==> config.mk <==
export PLATFORM = sky130hd
export DESIGN_NAME = program_loader
export DESIGN_NICKNAME = d
export VERILOG_FILES = /design/src/rtl/program_loader_pkg.sv /design/src/rtl/program_loader.sv
export SDC_FILE = /design/constraint.sdc
export NUM_CORES = 1
export LEC_CHECK = 0
export CELL_PAD_IN_SITES_DETAIL_PLACEMENT = 2
export CELL_PAD_IN_SITES_GLOBAL_PLACEMENT = 2
export CORE_ASPECT_RATIO = 0.75
export CORE_MARGIN = 10
export CORE_UTILIZATION = 34
export CTS_CLUSTER_SIZE = 14
export DETAILED_ROUTE_END_ITERATION = 6
export GPL_TIMING_DRIVEN = 0
export MAX_ROUTING_LAYER = met4
export PLACE_DENSITY_LB_ADDON = 0.1
export SETUP_SLACK_MARGIN = 0.1
export SLEW_MARGIN = 5
export SYNTH_ARGS = -nofsm -noshare
export SYNTH_HDL_FRONTEND = slang
export SYNTH_SLANG_ARGS = --single-unit
==> constraint.sdc <==
create_clock -name clk -period 2.8 [get_ports clk]
set_input_delay 0.42 -clock clk [delete_from_list [all_inputs] [get_ports clk]]
set_output_delay 0.42 -clock clk [all_outputs]
set_load 0.1 [all_outputs]
==> src/rtl/program_loader_pkg.sv <==
// Shared definitions for the boot-time program loader: state encoding, word size
// and the default load address (the same reset vector the CPU PC starts from).
package program_loader_pkg;

    typedef enum logic [2:0] {
        S_LEN_HI  = 3'd0,
        S_LEN_LO  = 3'd1,
        S_DATA_HI = 3'd2,
        S_DATA_LO = 3'd3,
        S_WRITE   = 3'd4,
        S_DONE    = 3'd5,
        S_ERR     = 3'd6
    } state_t;

    localparam int          WORD_BYTES        = 2;
    localparam logic [15:0] DEFAULT_BASE_ADDR = 16'h0000;

endpackage

==> src/rtl/program_loader.sv <==
// Boot loader: assembles a length-prefixed big-endian byte stream into 16-bit words,
// writes them to memory at consecutive even addresses, then releases the CPU from reset.
//
//  state     | meaning
//  ----------+-----------------------------------------------------------
//  S_LEN_HI  | waiting for image length, high byte
//  S_LEN_LO  | waiting for image length, low byte; length checked here
//  S_DATA_HI | waiting for high byte of the next word
//  S_DATA_LO | waiting for low byte of the next word
//  S_WRITE   | one-cycle memory write strobe, no byte accepted
//  S_DONE    | image complete, CPU released (terminal)
//  S_ERR     | length rejected, CPU stays held (terminal)
module program_loader
    import program_loader_pkg::*;
#(
    parameter int                ADDR_W    = 16,
    parameter int                DATA_W    = 16,
    parameter logic [ADDR_W-1:0] BASE_ADDR = ADDR_W'(DEFAULT_BASE_ADDR),
    parameter int                MAX_WORDS = 1024
) (
    input  logic              clk,
    input  logic              rst_n,
    input  logic              in_valid,
    input  logic [7:0]        in_data,
    output logic              in_ready,
    output logic              mem_write,
    output logic [ADDR_W-1:0] mem_addr,
    output logic [DATA_W-1:0] mem_wdata,
    output logic              cpu_rst_n,
    output logic              busy,
    output logic              done,
    output logic              err
);

    localparam int          CNT_W   = $clog2(MAX_WORDS + 1);
    localparam logic [16:0] MAX_LEN = 17'(MAX_WORDS);

    state_t              state_q, state_d;
    logic [CNT_W-1:0]    cnt_q, cnt_d;
    logic [15:0]         len_q, len_d;
    logic [7:0]          hi_q, hi_d;
    logic [ADDR_W-1:0]   addr_q, addr_d;
    logic [DATA_W-1:0]   wdata_q, wdata_d;
    logic [15:0]         len_rx;
    logic                xfer;

    always_ff @(posedge clk) begin
        if (!rst_n) begin
            state_q <= S_LEN_HI;
            cnt_q   <= '0;
            len_q   <= '0;
            hi_q    <= '0;
            addr_q  <= BASE_ADDR;
            wdata_q <= '0;
        end else begin
            state_q <= state_d;
            cnt_q   <= cnt_d;
            len_q   <= len_d;
            hi_q    <= hi_d;
            addr_q  <= addr_d;
            wdata_q <= wdata_d;
        end
    end

    always_comb begin
        state_d = state_q;
        cnt_d   = cnt_q;
        len_d   = len_q;
        hi_d    = hi_q;
        addr_d  = addr_q;
        wdata_d = wdata_q;
        len_rx  = {hi_q, in_data};
        xfer    = in_valid && in_ready;

        case (state_q)
            S_LEN_HI: begin
                if (xfer) begin
                    hi_d    = in_data;
                    state_d = S_LEN_LO;
                end
            end
            S_LEN_LO: begin
                if (xfer) begin
                    len_d = len_rx;
                    if (len_rx == 16'd0) begin
                        state_d = S_DONE;
                    end else if ({1'b0, len_rx} > MAX_LEN) begin
                        state_d = S_ERR;
                    end else begin
                        cnt_d   = '0;
                        state_d = S_DATA_HI;
                    end
                end
            end
            S_DATA_HI: begin
                if (xfer) begin
                    hi_d    = in_data;
                    state_d = S_DATA_LO;
                end
            end
            S_DATA_LO: begin
                // Address and data are latched here so S_WRITE drives pure registers.
                if (xfer) begin
                    wdata_d = DATA_W'({hi_q, in_data});
                    addr_d  = BASE_ADDR + ADDR_W'(cnt_q) * ADDR_W'(WORD_BYTES);
                    state_d = S_WRITE;
                end
            end
            S_WRITE: begin
                cnt_d = cnt_q + CNT_W'(1);
                if ((16'(cnt_q) + 16'd1) == len_q) begin
                    state_d = S_DONE;
                end else begin
                    state_d = S_DATA_HI;
                end
            end
            default: state_d = state_q;
        endcase
    end

    assign in_ready  = (state_q == S_LEN_HI) || (state_q == S_LEN_LO) ||
                       (state_q == S_DATA_HI) || (state_q == S_DATA_LO);
    assign mem_write = (state_q == S_WRITE);
    assign mem_addr  = addr_q;
    assign mem_wdata = wdata_q;
    assign cpu_rst_n = (state_q == S_DONE);
    assign done      = cpu_rst_n;
    assign busy      = !((state_q == S_DONE) || (state_q == S_ERR));
    assign err       = (state_q == S_ERR);

endmodule

==> results.yml, run 1 <==
floorplan:
  start_util_pct: 35.0
  die_y_um: 104
  die_area_mm2: 0.0136
  pin_count: 49
  rows: 30
  core_area_mm2: 0.00905
  die_w_um: 131
pwr:
  p_switching_mw: 0.593
  power.leakage_nw: 1.44
  pwr-share-comb_pct: 9.8
  p_sw_share_pct: 25.3
  power.density_mw_per_mm2: 577
  vdd_drop_max_v: 0.000327
  power_mw: 2.35
  power.share.sequential_pct: 41.1
  pwr-share-clk_pct: 49.1
  internal_power_mw: 1.75
placed_design:
  routabilityCongestion: 0.895
  port_buffers: 42
  dp.cells: 571
  hpwlAfterDp_mm: 8.36
yosys:
  synth_top_area_share_pct: 41.1
  avgSynthCellArea_um2: 7.97
  synth_area_mm2: 0.00317
  synth_area_leaders: "dfxtp_1, nand2_1, a21boi_0, o21ai_0, mux2i_1"
  yosysTopAreaCell: "dfxtp_1"
  synth_seq_cells: 65
  synth_cell_types: 49
  synth_edf_count: 0
  synthCells: 397
  synth_ff_type: "dfxtp_1"
  yosys_warnings: 0
  ys_seq_area_share_pct: 41.1
  synthArstFlopShare_pct: 0
drt:
  vias: 3020
  ant_nets: 0
  top_layer: "met4"
  wl_met1_mm: 5.34
  avgRoutedWirePerCell_um: 19.2
  met2_wirelength_mm: 5.39
  wl_met3_um: 379
  drcViolationCount: 0
  wl_mm: 11.3
  dr.first_iter.drc_count: 129
  drtPass1Iterations: 4
  via_per_inst: 5.15
timing:
  fmax_mhz: 381
  slew_viol_final: 0
  rsz0062_at_grt: "true"
  min_period_over_period_pct: 93.6
  clock_skew_ps: 7.39
  min_period_ps: 2620
  setup_viol: 0
  slew_headroom_pct: 31.8
  worst_pin_slew_ps: 1020
  final_hold_viol_count: 0
critical_path:
  critPathSlowestCell: "clkdlybuf4s50_1"
  crit_path_end_kind: "output port"
  cp_top_family: "buffers and inverters"
  cp_num_buf_inv: 2
  path_max_fanout: 10
  critPathKind: "register to output port"
  crit_required_ps: 2380
  worst_setup_path_start_kind: "register"
  slowest_delay_ps: 1120
  cp.arrival_ps: 2200
  path_cells: "buf_2, xor2_1, nand2_1, clkdlybuf4s50_1"
  worst-r2r-setup-slack_ps: 500
global_routing:
  grt_pass1_vias: 3372
  track_usage_pct: 17.2
  grt_overflow: 0
  grt_max_degree: 12
  antenna_found_initial: 0
  grt_pass1_wl_mm: 18.5
clocking:
  cts.sinks: 65
  clk_pin_slew_ps: 60
  cts_hold_buf: 0
  cts_setup_buffers: 0
  cts_buffer_depth: 2
  clk_latency_ps: 340
  cts_tree: "built"
  cts-root-buf: "clkbuf_16"
  cts_buffers: 9
  htree_levels: 3
cells_and_area:
  stdcell_count: 586
  final_nets: 466
  area_delta_synth_final_pct: 28.5
  drive_above_1_share_pct: 9.83
  n_antenna_cell: 0
job:
  drv_cap: 0
outcome:
  status: "finished clean"
hold_path:
  holdCritPathClass: "register to register"
==> power groups by stage <==
stage	combinational, mW	clock [mW]	sequential [mW]
2_1_floorplan	0.150	0	0.989
3_5_place_dp	0.230	0	0.985
4_1_cts	0.232	1.17	0.965
5_1_grt	0.252	1.22	0.968
6_report	0.230	1.15	0.965
3_3_place_gp	0.224	0	0.984
==> final cells by class <==
type,instances,area [um^2]
Clock inverter,4,52.6
Sequential cell,65,1300
Tap cell,128,160
Buffer,30,150
Timing Repair Buffer,42,418
Multi-Input combinational cell,300,1710
Clock buffer,11,253
Fill cell,1038,4980
Inverter,6,22.5
==> layout by cell type, fill, tap and decap left out, types with 12 or more instances in the layout <==
| cell type | Yosys | layout |
|---|---|---|
| nor2b_1 | 12 | 12 |
| dfxtp_1 | 65 | 65 |
| buf_2 | 12 | 12 |
| clkdlybuf4s50_1 | 0 | 38 |
| nand2_1 | 107 | 106 |
| o21ai_0 | 17 | 17 |
| nor2_1 | 16 | 15 |
| a21boi_0 | 43 | 43 |
| clkbuf_1 | 12 | 12 |
==> worst paths after layout <==
check / startpoint / end / cells after the start
hold / removal: mem_wdata[6] / mem_wdata[6] / 2
setup reg to reg: cnt_q[0] / state_q[2] / 7
setup / recovery: state_q[0] / busy / 4
hold reg to reg: mem_wdata[6] / mem_wdata[6] / 2
==> repair_timing <==
item | CTS | global route
endpoints found under the setup margin | 4 | 1
gates cloned | 0 | 0
gates resized for setup | 10 | 2
==> sequential cells by signal, summed over array words and instances, names as in the netlist <==
name and cells:
cnt_q 11, hi_q 8, len_q 16, mem_addr 11
mem_wdata 16, state_q 3
==> per-layer routing <==
metal  vias up  track usage, %
met2        47            28.2
met4         0            4.91
li1       1459               -
met1      1503            20.4
met3        11            4.39
met5         -               -
==> stage by stage <==
stage	area (um^2)	setup TNS, ps	hold WS (ps)	worst slack, ps	utilization [%]
floorplan	3180	0	443	494	-
global placement	3760	-447	451	-447	41.6
detailed placement	3760	-545	461	-545	41.6
CTS	4060	0	473	72.2	44.9
global route	4070	0	499	96.9	45.0
finish	4070	0	468	178	45.0
==> worst min-delay path, stage by stage (launching register included) <==
cell and delay, ps:
dfxtp_1 310, nand2_1 50, a21boi_0 60
==> synth_stat cells, types with 7 or more instances <==
| master | n |
|---|---|
| nand2_1 | 107 |
| dfxtp_1 | 65 |
| a21boi_0 | 43 |
| o21ai_0 | 17 |
| nor2_1 | 16 |
| buf_2 | 12 |
| clkbuf_1 | 12 |
| nor2b_1 | 12 |
| a21oi_1 | 9 |
| a31oi_1 | 9 |
| mux2i_1 | 8 |
| nand3_1 | 7 |
| xnor2_1 | 7 |
| xor2_1 | 7 |
==> cells by family (layout without fill, tap and decap cells) <==
group                    count (synthesis)  count (layout)  synth area share, %
flip-flops                              65              65                 41.1
multiplexers                             8               8                 2.53
AND/OR/NAND/NOR                        180             180                 26.9
other                                    1               5                0.118
adder cells (fa/ha/maj)                  1               1                0.395
AO/OA/AOI/OAI                           92              92                 19.6
XOR/XNOR                                14              14                 3.87
buffers and inverters                   36              93                 5.45
(Power assumes the default switching activity.)
==> run 2, diff against run 1 <==
--- a/config.mk
+++ b/config.mk
@@ -15,6 +15,7 @@
 export GPL_TIMING_DRIVEN = 0
 export MAX_ROUTING_LAYER = met4
 export PLACE_DENSITY_LB_ADDON = 0.1
+export REMOVE_ABC_BUFFERS = 1
 export SETUP_SLACK_MARGIN = 0.1
 export SLEW_MARGIN = 5
 export SYNTH_ARGS = -nofsm -noshare
==> run 2 against run 1 <==
- setup slack improved by 83 ps
- cell count down 4.1%
- combinational power is 8% lower
- critical path depth is 1 lower
==> results.yml, run 2 (same netlist as run 1, synthesis figures left out) <==
timing:
  worst_pin_slew_ps: 1090
  clock_skew_ps: 4.18
  min_period_ps: 2540
  min_period_over_period_pct: 90.7
  setup_viol: 0
  rsz0062_at_grt: "false"
  slew_viol_final: 0
  holdWs_ps: 464
  slew_headroom_pct: 26.8
  final_hold_viol_count: 0
  fmax_mhz: 394
placed_design:
  routabilityCongestion: 0.809
  port_buffers: 43
  hpwlAfterDp_mm: 7.24
  dp.cells: 544
drt:
  drcViolationCount: 0
  via_per_inst: 5.23
  drtPass1Iterations: 4
  vias: 2942
  wl_mm: 10.1
  dr.first_iter.drc_count: 87
  avgRoutedWirePerCell_um: 17.9
  ant_nets: 0
critical_path:
  reg2reg_depth: 7
  critPathSlowestCell: "dlygate4sd2_1"
  critPathKind: "register to output port"
  crit_required_ps: 2380
  path_cells: "clkinv_1, nor2_1, dlygate4sd2_1"
  crit_path_end_kind: "output port"
  reg2reg_to: "cnt_q[4]"
  path_max_fanout: 7
  cp.arrival_ps: 2120
  worst-r2r-setup-slack_ps: 450
  r2r-start: "state_q[1]"
  slowest_delay_ps: 860
  worst_setup_path_start_kind: "register"
global_routing:
  track_usage_pct: 15.4
  antenna_found_initial: 0
  grt_overflow: 0
  grt_pass1_vias: 3238
  grt_max_degree: 52
  grt_pass1_wl_mm: 16.9
cells_and_area:
  multi_input_area_mm2: 0.00172
  final_nets: 442
  stdcell_count: 562
  layout_common_cells: "nand2_1, dfxtp_1, a21boi_0"
  area_delta_synth_final_pct: 25.8
  final_common_cell: "nand2_1"
  n_antenna_cell: 0
  regArea_mm2: 0.00130
  drive_above_1_share_pct: 7.83
  fillCellCount: 1019
clocking:
  cts.sinks: 65
  cts-root-buf: "clkbuf_16"
  cts_hold_buf: 0
  clk_latency_ps: 330
  cts_tree: "built"
  cts_buffer_depth: 2
  htree_levels: 3
  clk_pin_slew_ps: 50
  cts_buffers: 9
floorplan:
  die_w_um: 131
  pin_count: 49
  core_area_mm2: 0.00905
  start_util_pct: 35.0
  die_area_mm2: 0.0136
  rows: 30
  die_y_um: 104
hold_path:
  hold-path-cell-count: 2
  worstHoldStart: "mem_wdata[13]"
  holdCritPathClass: "register to register"
  hold_end: "mem_wdata[13]"
pwr:
  power.leakage_nw: 1.35
  vdd_drop_max_v: 0.000250
  power.density_mw_per_mm2: 584
outcome:
  status: "finished clean"
job:
  drv_cap: 0
==> run 2: cell count changes in the layout (fill, tap and decap cells not counted), moves of 2 or more <==
cell	before	now
clkinv_4	2	0
buf_2	12	1
clkbuf_1	12	1
buf_4	6	3
==> run 2: layer usage <==
metal / part of all wire, % / track usage [%] / vias up
li1: - / - / 1411
met1: 51 / 19.7 / 1477
met2: 45 / 23.6 / 40
met3: 3.4 / 3.96 / 14
met4: 1.1 / 4.20 / 0
met5: 0 / - / -
==> run 2: worst max-delay path: cells and delay by family (launching register included) <==
family	cells	cell delay, ps
AND/OR/NAND/NOR	1	150
flip-flops	1	480
buffers and inverters	2	1140
==> run 2: metrics by stage <==
stage	setup TNS [ps]	util (%)	power (mW)	instance area, um^2	setup WS (ps)
6_report	0	44.0	2.33	3980	262
5_1_grt	0	44.0	2.42	3980	111
4_1_cts	0	43.6	2.35	3950	37.7
3_5_place_dp	-440	40.4	1.20	3650	-440
3_3_place_gp	-14830	40.0	1.19	3620	-503
2_1_floorplan	0	-	1.12	3030	121
==> run 2: what timing repair did <==
item	CTS	global route
pin swaps	0	0
endpoints found under the setup margin	4	8
resized for setup	9	4
setup buffers	0	3
==> run 2: cell type report <==
cell class / instances / area share, %
timing repair buffer: 48 / 12.0
multi-input combinational: 300 / 43.1
tap: 128 / 4.02
clock inverter: 3 / 1.01
inverter: 6 / 0.660
clock buffer: 12 / 6.44
sequential: 65 / 32.7
==> run 2: where the power goes <==
group	leakage [nW]	switching (mW)	internal, mW
clock	0.148	0.412	0.730
combinational	0.675	0.143	0.0690
sequential	0.526	0.0263	0.945
total	1.35	0.581	1.74
==> run 2: worst max-delay path by stage <==
stage,to,slack [ps],start,depth (start not counted)
floorplan,cnt_q[7],120,state_q[2],7
global placement,mem_addr[1],-500,in_valid,6
detailed placement,mem_write,-440,state_q[2],5
CTS,mem_write,40,state_q[2],5
global route,err,110,state_q[1],3
finish,err,260,state_q[1],3
